--- config.mk ---
export PLATFORM = sky130hd
export DESIGN_NAME = sum_accumulator64
export DESIGN_NICKNAME = d
export VERILOG_FILES = /design/src/rtl/sum_accumulator64.sv
export SDC_FILE = /design/constraint.sdc
export NUM_CORES = 1
export LEC_CHECK = 0
export BUFFER_PORTS_ARGS = -buffer_cell sky130_fd_sc_hd__clkbuf_2
export CORE_UTILIZATION = 53
export DETAILED_ROUTE_END_ITERATION = 10
export PLACE_DENSITY = 0.89
export SETUP_SLACK_MARGIN = 0.15
export SYNTH_ARGS = -nofsm -noshare
export SYNTH_HDL_FRONTEND = slang
export SYNTH_SLANG_ARGS = --single-unit
--- constraint.sdc ---
create_clock -name clk -period 31.6 [get_ports clk]
set_clock_uncertainty 0.1 [all_clocks]
set_input_delay 4.74 -clock clk [delete_from_list [all_inputs] [get_ports clk]]
set_output_delay 4.74 -clock clk [all_outputs]
set_load 0.01 [all_outputs]
--- src/rtl/sum_accumulator64.sv ---
// Streaming packet accumulator around the fullAdder64bit ripple adder.
// Optional SUM_ACC_SAT_EN: clamp the running total to all-ones on carry-out.

module fa_bit (
  input  logic a,
  input  logic b,
  input  logic cin,
  output logic s,
  output logic cout
);
  assign s    = a ^ b ^ cin;
  assign cout = (a & b) | (cin & (a ^ b));
endmodule

module fullAdder64bit (
  input  logic [63:0] A,
  input  logic [63:0] B,
  input  logic        Cin,
  output logic [63:0] S,
  output logic        Cout
);
  logic [64:0] c;

  assign c[0] = Cin;
  assign Cout = c[64];

  for (genvar i = 0; i < 64; i++) begin : g_bit
    fa_bit u_fa (
      .a   (A[i]),
      .b   (B[i]),
      .cin (c[i]),
      .s   (S[i]),
      .cout(c[i+1])
    );
  end
endmodule

module sum_accumulator64 #(
  parameter int CNT_W = 8
) (
  input  logic             clk,
  input  logic             rst_n,
  input  logic             in_valid,
  output logic             in_ready,
  input  logic [63:0]      in_data,
  input  logic             in_last,
  output logic             out_valid,
  input  logic             out_ready,
  output logic [63:0]      out_sum,
  output logic [CNT_W-1:0] out_count,
  output logic [CNT_W-1:0] out_ovf_cnt,
  output logic             busy
);
  typedef enum logic [1:0] {IDLE, ACC, DONE} state_t;

  state_t           state;
  logic [63:0]      acc;
  logic [CNT_W-1:0] count;
  logic [CNT_W-1:0] ovf;
  logic [63:0]      add_s;
  logic             add_cout;
  logic [63:0]      acc_nxt;
  logic             accept;

  fullAdder64bit u_add (
    .A   (acc),
    .B   (in_data),
    .Cin (1'b0),
    .S   (add_s),
    .Cout(add_cout)
  );

`ifdef SUM_ACC_SAT_EN
  // Once all-ones, any further beat either carries or adds zero, so it sticks.
  assign acc_nxt = add_cout ? {64{1'b1}} : add_s;
`else
  assign acc_nxt = add_s;
`endif

  assign accept = in_valid && in_ready;

  // Handshake flags are kept as registers alongside state so no input reaches them.
  always_ff @(posedge clk or negedge rst_n) begin
    if (!rst_n) begin
      state     <= IDLE;
      acc       <= '0;
      count     <= '0;
      ovf       <= '0;
      in_ready  <= 1'b1;
      out_valid <= 1'b0;
      busy      <= 1'b0;
    end else begin
      case (state)
        IDLE, ACC: begin
          if (accept) begin
            acc <= acc_nxt;
            if (count != {CNT_W{1'b1}}) count <= count + CNT_W'(1);
            if (add_cout && (ovf != {CNT_W{1'b1}})) ovf <= ovf + CNT_W'(1);
            if (in_last) begin
              state     <= DONE;
              in_ready  <= 1'b0;
              out_valid <= 1'b1;
              busy      <= 1'b0;
            end else begin
              state <= ACC;
              busy  <= 1'b1;
            end
          end
        end
        DONE: begin
          if (out_ready) begin
            state     <= IDLE;
            acc       <= '0;
            count     <= '0;
            ovf       <= '0;
            in_ready  <= 1'b1;
            out_valid <= 1'b0;
          end
        end
        default: begin
          state     <= IDLE;
          in_ready  <= 1'b1;
          out_valid <= 1'b0;
          busy      <= 1'b0;
        end
      endcase
    end
  end

  assign out_sum     = acc;
  assign out_count   = count;
  assign out_ovf_cnt = ovf;
endmodule

# After elaboration in Yosys (flattened, before gate mapping)
# Index checks and enable logic that the tools add are counted.
# word_totals
word_cells,372
inputBits,69
output_inout_bits,83
register_bits,85
# classes
reduce_logical,11
n_addsub,2
n_eq_ne,9
n_bitwise,318
mux,25
# op_table
operator,n
$mux 64,2
$pmux 64 s2,1
$and 1x1->1,127
$xor 1x1->1,127
$or 1x1->1,63
$mux 8,5
$pmux 8 s2,2
$add 8x1->8 const B,2
$ne 8x8->1 const B,2
$ne 2x2->1 const B,5
$mux 1,8
$reduce_and 4->1,2
$mux 2,3
$pmux 1 s2,3
$reduce_and 3->1,2
$pmux 2 s2,1
$reduce_and 2->1,2
$eq 2x1->1 const B,1
$eq 2x2->1 const B,1
$logic_and 1x1->1,2
$logic_not 2->1,1
$reduce_bool 2->1,1
$reduce_or 2->1,1
$not 1->1,1

# Logic depth before layout (Yosys ltp)
# depth
depth_word,131
mapped_depth,72
mapped_depth_nobuf,72

# Modules after synthesis
# Synthesis repeated with hierarchy kept, for this count alone.
# unflattened
cells_unflattened,330
hier_area_um2,4659.5
# modules_own_cells
mod,instances,area_per_inst_um2,seq_area_each_um2,cells_each
sum_accumulator64,1,3378.2,2128.3,266
fa_bit,64,20.0,0.0,1

# Worst setup path before layout
# Ideal clock, no wire load.
# synth_timing
kind,input -> register
start,input port in_data[0]
end,register ovf[0] (netlist: out_ovf_cnt[0])
slack_ps,-157
setup_ps,125
path_buffers,0
required_time_ps,31375
path_stages,71
arrival_time_ps,31533
path_cell_list,ha_1 -> inv_1 -> fa_1 -> fa_1 -> fa_1 -> fa_1 -> fa_1 -> fa_1 -> fa_1 -> fa_1 -> fa_1 -> fa_1 -> fa_1 -> fa_1 -> fa_1 -> fa_1 -> fa_1 -> fa_1 -> [... 35 more ...] -> fa_1 -> fa_1 -> fa_1 -> fa_1 -> fa_1 -> fa_1 -> fa_1 -> fa_1 -> fa_1 -> inv_1 -> fa_1 -> inv_1 -> fa_1 -> inv_1 -> fa_1 -> or2_2 -> o221ai_1 -> mux2_2
# synth_between
elab_chain_len,130
# synth_rtl
element,line,rtl
start: declaration,45,"input logic [63:0] in_data,"
$and 1x1->1 (2 in a row),12,assign cout = (a & b) | (cin & (a ^ b));
$or 1x1->1,12,
$and 1x1->1,12,
$or 1x1->1,12,
$and 1x1->1,12,
$or 1x1->1,12,
$and 1x1->1,12,
$or 1x1->1,12,
[... 113 more ...],-,
$or 1x1->1,12,
$and 1x1->1,12,
$or 1x1->1,12,
$and 1x1->1,12,
$or 1x1->1,12,
$logic_and 1x1->1,98,if (add_cout && (ovf != {CNT_W{1'b1}})) ovf <= ovf + CNT_W'(1);
$ne 2x2->1 (no source line),-,
$reduce_and 4->1 (no source line),-,
end signal: assignment,98,
end: declaration,59,logic [CNT_W-1:0] ovf;
# No other way between the ends.
# A chain may end at the register's enable or synchronous reset.

# Worst setup path in the final report
# layout_timing
start,input port in_data[0]
end,register ovf[3] (netlist: out_ovf_cnt[3])
# The elaborated chain is that of the path after synthesis.

==> key figures <==
Placed design
  • DP HPWL: 8380 um
  • Placed Instances: 783
  • Pre-CTS setup slack: -0.988 ns
  • I/O Buffers: 151
  • GPL Wtd Cong: 0.854

Clock network
  • Number of buffers created by CTS: 9
  • Clock sink total: 85
  • Cts hold-fix bufs: 0
  • Clock-pin slew on the worst setup and hold paths: 0.08 ns
  • TritonCTS clock tree: done
  • Setup bufs post-CTS: 0
  • Max H-tree Level: 3
  • CTS root buf: clkbuf_8
  • Clk buf depth: 2
  • Skew-Pair Late Insertion Delay: 0.35 ns

Timing
  • Final min period: 30.42 ns
  • Worst Tran Pin Value: 1.10 ns
  • Rel. slew slack: 0.269
  • PnR worst setup slack: 1.18 ns
  • Slew Limit Fails: 0
  • Final Cycle Share: 0.963
  • Achievable Freq: 32.9 MHz
  • Unrepaired setup endpoints after global routing: no
  • Final-report setup violation count: 0
  • Final hold violation count: 0

Power and ir drop
  • Pwr Total: 443 uW
  • Peak VDD IR: 0.0000313 V
  • Pwr Density: 71.2 nW/um^2
  • Lkg Pwr: 0.00313 uW

Synthesis
  • Post-synth top area share: 0.378
  • Cells after Synth: 577
  • Distinct cell type count after synthesis: 35
  • Synthesis Warnings: 0
  • Area contributors post-synth: dfrtp_1 38%, fa_1 23%, buf_4 8.7%, inv_1 8.5%, o21ai_0 7.3%
  • Synth Register Bits: 85
  • Most common flop cell mapped by yosys: dfrtp_1
  • Syn nets: 712
  • FFs w/ async S/R, synth: 1.00
  • Avg Synthesized Cell Area: 9.63 sq um
  • EDFF count, synth: 0
  • Top cell type by total area after synthesis: dfrtp_1
  • Sequential element share of the synthesized area: 0.383
  • Mapped Area: 5550 sq um

Floorplan
  • Initial Util: 0.543
  • Chip Width: 104 um
  • Core Area: 10,200 sq um
  • Row count: 37
  • Die ar.: 10,900 sq um
  • Die Height: 104 um
  • IO Count: 152

Global route
  • Vias in the first global route: 4,078
  • Number of antenna violations at the first check in global routing: 0
  • Pin count of the biggest net entering global routing: 86
  • Grt ovf: 0
  • Gr usage total: 0.218
  • First-pass GRT wire length: 18,800 um

Routing
  • Final ANT Viol Nets: 0
  • Drt total wl: 11,000 um
  • Via density: 5.07
  • Initial DRC Count: 146
  • Via count: 4,038
  • # DRC: 0
  • Average wire per standard cell: 13.9 um
  • Detailed-router iteration count before antenna repair: 4

Critical path
  • Critical-path top delay cell: fa_1
  • CP required: 31.72 ns
  • CP Max Fanout: 9
  • Crit-path most repeated cell: fa_2
  • FF-to-FF Start: out_sum[0]
  • Endpoint class of the critical path: flop
  • Setup crit start: in_data[0]
  • Crit-path max cell delay: 0.44 ns
  • Crit Path Category: in -> reg
  • Crit path DAT: 30.54 ns
  • Startpoint Class: input pin

Final layout
  • FF+latch area: 2130 sq um
  • Antenna diodes: 0
  • Final std cells w/o fill: 796
  • Net count, final: 793
  • Area Overhead vs Synth: 12.0%
  • Area of the multi-input gates: 2500 sq um
  • Ratio of cells with drive above 1 in the final layout: 0.312
  • Layout fillers: 868

Worst hold path
  • Worst Hold Class: reg -> reg
  • Hold path start: out_sum[57]

Run status
  • Status: finished clean

Flow run
  • Max Cap Viol: 0
path summary, 6_finish.rpt:
| check | to | slack [ns] | depth (start not counted) |
|---|---|---|---|
| hold / removal | out_sum[57] | 0.41 | 2 |
| setup / recovery | out_ovf_cnt[3] | 1.18 | 73 |
| max in group asynchronous | busy | 26.20 | 1 |
| setup reg to reg | out_ovf_cnt[3] | 5.25 | 72 |
| hold reg to reg | out_sum[57] | 0.41 | 2 |
| min in group asynchronous | out_sum[59] | 4.48 | 1 |
critical path: cells and delay by family:
family          cells  cell delay (ns)
compound gates      3             0.44
fa+ha+maj          64            24.88
buf+inv             5             0.35
simple gates        1             0.13
cells in the final DEF, fill, tap and decap left out, types with 2 or more instances in the layout:
cell type and n:
or3_1 2, o21ai_1 3, and3_1 3, nand2_1 76
fa_1 30, ha_1 3, nand4b_1 2, nand4_1 3
inv_1 126, buf_4 2, fa_2 33, clkbuf_2 150
dfrtp_1 84, a21oi_1 8, o31ai_1 5, nand3_1 5
and3b_1 2, a31oi_1 3, nor2_1 9, a22o_1 3
nand2b_1 2, o21ai_0 77, clkbuf_8 11, or4_1 2
or2_2 2
timing repair:
action / in CTS / in global routing
endpoints found under the setup margin: 11 / 10
resized for setup: 18 / 16
pin swaps: 1 / 1
cells by family after synthesis:
logic type      share of synthesized area
mux                               0.00203
simple gates                       0.0890
fa+ha+maj                           0.234
buf+inv                             0.187
compound gates                      0.105
flops                               0.383
cells in the mapped netlist (all sizes together), types with 2 or more instances:
master  instances
o31ai           5
and3            3
dfrtp          84
nand4           3
or3             2
or2             2
buf            73
clkbuf          9
a22o            3
nand4b          2
a31oi           3
nand2b          2
and3b           2
fa             63
nand3           5
ha              3
o21ai          81
nand2          76
or4             2
a21oi           8
nor2           10
inv           126
sequential cells by signal (all words and copies together), names as in the netlist:
signal,flops
busy,1
in_ready,1
out_count,8
out_ovf_cnt,8
out_sum,64
out_valid,1
state,2
report_power, final:
part	switching [uW]	internal [uW]	leakage (uW)
Sequential	31.1	143	0.00111
Clock	37.0	39.5	0.0000971
Combinational	105	86.7	0.00192
Total	173	270	0.00313
per-stage QoR:
step | setup TNS, ns | instance area [sq um] | hold WS, ns | utilization
floorplan | 0 | 5570 | 0.373 | -
finish | 0 | 6220 | 0.408 | 0.608
global route | 0 | 6220 | 0.450 | 0.608
detailed placement | -8.94 | 5950 | 0.398 | 0.581
CTS | 0 | 6180 | 0.417 | 0.604
global placement | -4.44 | 5950 | 0.386 | 0.581
routing by layer:
metal  vias to the layer above  GRT usage  wire (um)
met5                         -          0          0
met4                         0      0.103        291
met3                        23     0.0332        633
met2                       145      0.369       5620
met1                      2018      0.275       4500
li1                       1852          -          -
cell type report:
type / count / share of cell area
Multi-Input combinational cell: 284 / 0.401
Sequential cell: 85 / 0.342
Timing Repair Buffer: 152 / 0.123
Inverter: 126 / 0.0760
Tap cell: 136 / 0.0274
Clock buffer: 11 / 0.0243
Clock inverter: 2 / 0.00563
(Power assumes the default switching activity.)
